==> src/rtl/mux_pkg.sv <==
// -----------------------------------------------------------------------------
// mux_pkg
// Shared definitions for the break-before-make channel mux (mux_bbm_ctrl).
//   mux_state_t : controller states IDLE / BREAK / SETTLE
//   cnt_width() : dwell counter width needed to hold max(dead, settle)
//   CNT_W       : counter width for the default timing (DEAD=2, SETTLE=3)
//   onehot()    : index -> one-hot vector (MAX_N bits, zero if idx >= n)
// -----------------------------------------------------------------------------
package mux_pkg;

    typedef enum logic [1:0] {
        IDLE   = 2'd0,
        BREAK  = 2'd1,
        SETTLE = 2'd2
    } mux_state_t;

    // Widest channel count onehot() can encode.
    localparam int MAX_N = 64;

    localparam int DEF_DEAD   = 2;
    localparam int DEF_SETTLE = 3;

    // The counter is loaded with DEAD or SETTLE directly, so it must be able
    // to represent the larger of the two.
    function automatic int cnt_width(input int dead, input int settle);
        int m;
        m = (dead > settle) ? dead : settle;
        return $clog2(m + 1);
    endfunction

    localparam int CNT_W = cnt_width(DEF_DEAD, DEF_SETTLE);

    function automatic logic [MAX_N-1:0] onehot(input int idx, input int n);
        logic [MAX_N-1:0] v;
        v = '0;
        if (idx >= 0 && idx < n) begin
            v = {{(MAX_N-1){1'b0}}, 1'b1} << idx;
        end
        return v;
    endfunction

endpackage

==> src/rtl/mux_dwell_cnt.sv <==
// -----------------------------------------------------------------------------
// mux_dwell_cnt
// Loadable down-counter that times how long the controller dwells in BREAK
// and SETTLE.
//   clk, rst  : clock, asynchronous active-high reset
//   load      : load load_val this cycle (takes priority over counting)
//   load_val  : dwell length in cycles (>= 1)
//   done      : high during the last cycle of the dwell
// After a load of V the counter reads V in the first dwell cycle and counts
// down by one per cycle, so done is high in the V-th cycle. It parks at 0.
// -----------------------------------------------------------------------------
module mux_dwell_cnt #(
    parameter int CW = 2
) (
    input  logic          clk,
    input  logic          rst,
    input  logic          load,
    input  logic [CW-1:0] load_val,
    output logic          done
);

    logic [CW-1:0] cnt_q;

    always_ff @(posedge clk or posedge rst) begin
        if (rst) begin
            cnt_q <= '0;
        end else if (load) begin
            cnt_q <= load_val;
        end else if (cnt_q != '0) begin
            cnt_q <= cnt_q - 1'b1;
        end
    end

    assign done = (cnt_q == CW'(1));

endmodule

==> src/rtl/mux_bbm_ctrl.sv <==
// -----------------------------------------------------------------------------
// mux_bbm_ctrl
// N-to-1 clocked mux with break-before-make switching of a one-hot switch
// enable bus and a registered W-bit data path from the connected channel.
//
// Ports
//   CLK, RST  : rising-edge clock, asynchronous active-high reset
//   REQ, CH   : channel-change request and requested channel index
//   D         : packed channel data, channel k at D[k*W +: W]
//   SEL_ON    : one-hot (or all-zero) switch enables
//   Y         : registered data of the connected channel
//   VALID     : Y comes from a connected and settled channel
//   BUSY      : a switch is in progress
//   ACK / ERR : one-cycle completion / rejection pulses
//   DBG_STATE : current controller state, for observation only
//
// Handshake: REQ is sampled only in IDLE. The requester holds REQ (and CH)
// until it sees ACK or ERR; REQ seen outside IDLE is ignored, never queued.
// REQ still high in the ACK/ERR cycle counts as a new request.
//
// Build option: define MUX_BBM_HOLD_EN to make Y hold its last value while
// VALID=0; by default Y is driven to 0 whenever VALID=0.
// -----------------------------------------------------------------------------
module mux_bbm_ctrl #(
    parameter int N      = 4,
    parameter int W      = 8,
    parameter int DEAD   = 2,
    parameter int SETTLE = 3
) (
    input  logic                   CLK,
    input  logic                   RST,
    input  logic                   REQ,
    input  logic [$clog2(N)-1:0]   CH,
    input  logic [N*W-1:0]         D,
    output logic [N-1:0]           SEL_ON,
    output logic [W-1:0]           Y,
    output logic                   VALID,
    output logic                   BUSY,
    output logic                   ACK,
    output logic                   ERR,
    output mux_pkg::mux_state_t    DBG_STATE
);
    // The local parameter SETTLE shadows the package state literal of the
    // same name, so that state is always written as mux_pkg::SETTLE here.
    import mux_pkg::*;

    localparam int CHW = $clog2(N);
    localparam int CW  = cnt_width(DEAD, SETTLE);
    localparam logic [CHW:0] N_L = (CHW+1)'(N);

    if (N < 2 || W < 1 || DEAD < 1 || SETTLE < 1) begin : g_bad_param
        $error("mux_bbm_ctrl: need N>=2, W>=1, DEAD>=1, SETTLE>=1");
    end

    // Channel data as an array so the selected word is a plain index.
    logic [W-1:0] d_arr [N];
    for (genvar k = 0; k < N; k++) begin : g_split
        assign d_arr[k] = D[k*W +: W];
    end

    mux_state_t     state_q, state_d;
    logic [CHW-1:0] cur_ch_q, cur_ch_d;
    logic [N-1:0]   sel_q, sel_d;
    logic [W-1:0]   y_q, y_d, y_idle;
    logic           valid_q, valid_d;
    logic           busy_q, busy_d;
    logic           ack_q, ack_d;
    logic           err_q, err_d;
    logic           cnt_load;
    logic [CW-1:0]  cnt_val;
    logic           cnt_done;

    mux_dwell_cnt #(.CW(CW)) u_dwell (
        .clk      (CLK),
        .rst      (RST),
        .load     (cnt_load),
        .load_val (cnt_val),
        .done     (cnt_done)
    );

    always_comb begin
        state_d  = state_q;
        cur_ch_d = cur_ch_q;
        sel_d    = sel_q;
        valid_d  = valid_q;
        busy_d   = busy_q;
        ack_d    = 1'b0;
        err_d    = 1'b0;
        cnt_load = 1'b0;
        cnt_val  = '0;

        case (state_q)
            IDLE: begin
                if (REQ) begin
                    if ({1'b0, CH} >= N_L) begin
                        err_d = 1'b1;
                    end else if (CH == cur_ch_q && valid_q) begin
                        // Already connected and settled: acknowledge without
                        // touching the switches.
                        ack_d = 1'b1;
                    end else begin
                        // Open every switch first; the new channel is only
                        // closed after the dead time has elapsed.
                        cur_ch_d = CH;
                        sel_d    = '0;
                        valid_d  = 1'b0;
                        busy_d   = 1'b1;
                        state_d  = BREAK;
                        cnt_load = 1'b1;
                        cnt_val  = CW'(DEAD);
                    end
                end
            end
            BREAK: begin
                if (cnt_done) begin
                    sel_d    = N'(onehot(int'(cur_ch_q), N));
                    state_d  = mux_pkg::SETTLE;
                    cnt_load = 1'b1;
                    cnt_val  = CW'(SETTLE);
                end
            end
            mux_pkg::SETTLE: begin
                if (cnt_done) begin
                    ack_d   = 1'b1;
                    valid_d = 1'b1;
                    busy_d  = 1'b0;
                    state_d = IDLE;
                end
            end
            default: begin
                state_d = IDLE;
                sel_d   = '0;
                valid_d = 1'b0;
                busy_d  = 1'b0;
            end
        endcase

`ifdef MUX_BBM_HOLD_EN
        y_idle = y_q;
`else
        y_idle = '0;
`endif
        // Keyed on the next VALID so Y carries fresh data in the ACK cycle.
        y_d = valid_d ? d_arr[cur_ch_q] : y_idle;
    end

    always_ff @(posedge CLK or posedge RST) begin
        if (RST) begin
            state_q  <= IDLE;
            cur_ch_q <= '0;
            sel_q    <= '0;
            y_q      <= '0;
            valid_q  <= 1'b0;
            busy_q   <= 1'b0;
            ack_q    <= 1'b0;
            err_q    <= 1'b0;
        end else begin
            state_q  <= state_d;
            cur_ch_q <= cur_ch_d;
            sel_q    <= sel_d;
            y_q      <= y_d;
            valid_q  <= valid_d;
            busy_q   <= busy_d;
            ack_q    <= ack_d;
            err_q    <= err_d;
        end
    end

    assign SEL_ON    = sel_q;
    assign Y         = y_q;
    assign VALID     = valid_q;
    assign BUSY      = busy_q;
    assign ACK       = ack_q;
    assign ERR       = err_q;
    assign DBG_STATE = state_q;

endmodule

==> config.mk <==
export PLATFORM = sky130hd
export DESIGN_NAME = mux_bbm_ctrl
export DESIGN_NICKNAME = d
export VERILOG_FILES = /design/src/rtl/mux_pkg.sv /design/src/rtl/mux_dwell_cnt.sv /design/src/rtl/mux_bbm_ctrl.sv
export SDC_FILE = /design/constraint.sdc
export NUM_CORES = 1
export LEC_CHECK = 0
export CAP_MARGIN = 20
export CORE_MARGIN = 2
export CORE_UTILIZATION = 30
export DETAILED_ROUTE_END_ITERATION = 8
export PLACE_DENSITY = 0.58
export SLEW_MARGIN = 20
export SYNTH_ARGS = -nofsm -noshare
export SYNTH_HDL_FRONTEND = slang
export SYNTH_HIERARCHICAL = 1
export SYNTH_SLANG_ARGS = --single-unit
==> constraint.sdc <==
create_clock -name CLK -period 4.69 [get_ports CLK]
set_input_delay 0.938 -clock CLK [delete_from_list [all_inputs] [get_ports CLK]]
set_output_delay 0.938 -clock CLK [all_outputs]
set_load 0.01 [all_outputs]
==> flow_metrics.env <==
export IMPL_status="finished clean"
export IMPL_io_pins=55
export IMPL_detail_route_antenna_nets=0
export IMPL_slowest_delay_ns=0.51
export IMPL_layout_commonest_cell="clkdlybuf4s50_1"
export IMPL_start_kind="input port"
export IMPL_h_tree_depth=1
export IMPL_antenna_cells=0
export IMPL_post_route_period_util_pct=55.60
export IMPL_r2r_end="u_dwell/cnt_q[1]"
export IMPL_rsz0062_at_grt="no"
export IMPL_synth_fp_nets=142
export IMPL_final_area_um2=1812
export IMPL_crit_fanout=12
export IMPL_finalNetCount=191
export IMPL_cts_hold_buffers=0
export IMPL_synth_top_family_by_area="simple AND/OR/NAND/NOR gates"
export IMPL_ys_warn_count=6
export IMPL_skew_ns=0.004843
export IMPL_hp_start="BUSY"
export IMPL_slew_violations=0
export IMPL_fmax_mhz=383.5
export IMPL_grt_max_degree=20
export IMPL_antenna_found_initial=0
export IMPL_p_leak_nw=0.7420
export IMPL_hp_class="reg2reg"
export IMPL_fillers=359
export IMPL_postCtsSetupBuffers=0
export IMPL_fin_crit_ns=2.608
export IMPL_worst_slew_pin_slew_ns=0.7416
export IMPL_grt_pass1_wl_um=4505
export IMPL_coreArea_um2=3971
export IMPL_setup_worst_path_end_class="flip-flop"
export IMPL_syn_area_um2=1231
export IMPL_ctsRootBufferMaster="clkbuf_8"
export IMPL_cts_tree="done"
export IMPL_clk_pin_slew_ns=0.07
export IMPL_netlist_instances=103
export IMPL_yosys_area_share_simple_pct=17.78
export IMPL_synth_xor_area_share_pct=3.557
export IMPL_first_global_vias=942
export IMPL_max_cap_viol_count=0
export IMPL_drcViolationCount=0
export IMPL_placed_cell_area_um2=1765
export IMPL_powerDensity_nw_per_um2=558.8
export IMPL_place_congestion=0.7550
export IMPL_arrival_ns=2.77
export IMPL_syn_to_final_growth_pct=47.15
export IMPL_dpl_hpwl_um=2332
export IMPL_most_common_layout_cells="clkdlybuf4s50_1 (53), dfrtp_1 (21), nor3b_1 (9), mux4_2 (8), nand2_1 (7)"
export IMPL_reg2reg_from="cur_ch_q[0]"
export IMPL_cts_sinks=21
export IMPL_routedWlPerCell_um=15.13
export IMPL_tns_ns=0
export IMPL_vias=956
export IMPL_clkLatencyLatePin_ns=0.25
export IMPL_required_ns=4.86
export IMPL_dieArea_um2=4632
export IMPL_syn_avg_cell_area_um2=11.95
export IMPL_grt_usage_pct=13.15
export IMPL_slew_headroom_pct=50.56
export IMPL_io_buffers=53
export IMPL_worst_path_max_delay_cell="a31oi_2"
export IMPL_drtIter0Drc=50
export IMPL_rows=23
export IMPL_cts_buffers=3
export IMPL_vdd_ir_drop_max_mv=0.1982
export IMPL_path_buf_inv=1
export IMPL_synthAdderAreaFrac_pct=2.033
export IMPL_hold_end="BUSY"
export IMPL_start_util_pct=31.00
export IMPL_first_pass_iters=3
export IMPL_overflow=0
export IMPL_r2r_cells=5
export IMPL_clk_path_buf_depth=2
export IMPL_cts_resized=0
export IMPL_seq_area_frac_synth_pct=42.68
export IMPL_crit_type="in2reg"
export IMPL_cp_top_family="simple AND/OR/NAND/NOR gates"
export IMPL_drt_total_wl_um=3042
export IMPL_hold_violations=0
export IMPL_hold_path_cell_count=1
export IMPL_die_w_um=68.06
export IMPL_drive_above_1_share_pct=17.22
export IMPL_die_y_um=68.06
export IMPL_ys_ff_latch=21
export IMPL_synth_compound_area_share_pct=9.959
export IMPL_vias_per_cell=4.756
export IMPL_setup_violations=0
export IMPL_yosys_cell_types_count=35
export IMPL_muxShareOfSynthArea_pct=17.38
export IMPL_r2r_slack_ns=2.57
export IMPL_cp_cell_sequence="clkdlybuf4s50_1, or3b_4, a31oi_2, nand2b_1, nand2_1, o31ai_2"
[cell usage after synthesis]
library cell	number	area (um^2)
ha_1	2	25.02
nor2_1	3	11.26
nor2b_1	1	6.260
or3b_4	1	11.26
xnor2_1	2	17.52
dfrtp_1	21	525.5
a211o_2	3	30.03
mux4_2	8	180.2
o21ai_0	4	20.02
o2bb2ai_2	1	15.01
a21o_1	1	7.510
xor2_1	3	26.28
a221o_1	1	10.01
nand3b_1	1	7.510
and3_1	1	6.260
conb_1	1	3.750
nand2b_1	3	18.77
buf_2	2	10.01
nand3_1	1	5.000
buf_6	1	11.26
and2_4	1	8.760
nand2_1	7	26.28
buf_4	4	30.03
nor4_1	4	25.02
inv_1	5	18.77
a21o_2	1	8.760
a31oi_2	1	12.51
nor3b_1	9	67.56
clkbuf_1	2	7.510
nor2b_4	1	13.76
mux2_2	3	33.78
nor3_1	1	5.000
o31ai_2	1	12.51
or2_2	1	6.260
o22ai_1	1	6.260
[area by class of cell]
class | count | area [um^2] | area share [%]
clock buffers | 3 | 41.29 | 2.279
well taps | 50 | 62.56 | 3.453
repair buffers | 53 | 530.5 | 29.28
inverters | 5 | 18.77 | 1.036
multi-input cells | 68 | 628.1 | 34.67
flip-flops and latches | 21 | 525.5 | 29.01
clock inverters | 1 | 5.005 | 0.2762
[kinds of logic (layout without fill, tap and decap cells)]
family | after synthesis | in the layout
and+or+nand+nor | 35 | 35
DFF | 21 | 21
AOI/OAI and AO/OA | 14 | 14
buffers and inverters | 14 | 62
muxes | 11 | 11
xor gates and xnor gates | 5 | 5
adders and majority gates | 2 | 2
other | 1 | 1
[flip-flops by register name, indices dropped and copies added (netlist names)]
signal,cells
ACK,1
cur_ch_q,2
DBG_STATE,2
SEL_ON,4
BUSY,1
u_dwell/cnt_q,2
VALID,1
Y,8
[worst max-delay path by stage]
stage	from	endpoint	slack [ns]	cells past startpoint
2_1_floorplan	REQ	SEL_ON[2]	2.76	3
3_3_place_gp	REQ	u_dwell/cnt_q[0]	1.84	5
3_5_place_dp	REQ	u_dwell/cnt_q[0]	1.79	5
4_1_cts	REQ	u_dwell/cnt_q[0]	2.04	5
5_1_grt	REQ	u_dwell/cnt_q[1]	1.96	6
6_report	REQ	u_dwell/cnt_q[1]	2.08	6
[per-layer routing]
| layer | routed length (um) | vias up | GRT usage [%] |
|---|---|---|---|
| met1 | 1345 | 457 | 16.68 |
| li1 | - | 466 | - |
| met2 | 1450 | 31 | 22.57 |
| met3 | 218 | 2 | 2.138 |
| met4 | 27 | 0 | 4.500 |
| met5 | 0 | - | 0 |
[report_power, final]
part           switching, W  internal, W
Combinational      0.000208     0.000317
Clock             0.0000580    0.0000590
Sequential         0.000117     0.000253
[through the flow]
step                      hold WS (ns)  power [W]  util [%]  setup slack (ns)  std cells
final                           0.4836   0.001012     45.62             2.082        201
after global routing            0.5311   0.001096     45.62             1.965        201
after CTS                       0.4868   0.001028     45.62             2.041        201
after detailed placement        0.4692  0.0009075     44.45             1.785        197
after global placement          0.4749  0.0008947     44.45             1.836        197
after floorplan                 0.5179  0.0007262         -             2.758        103
Power figures use the tool's default switching activity.
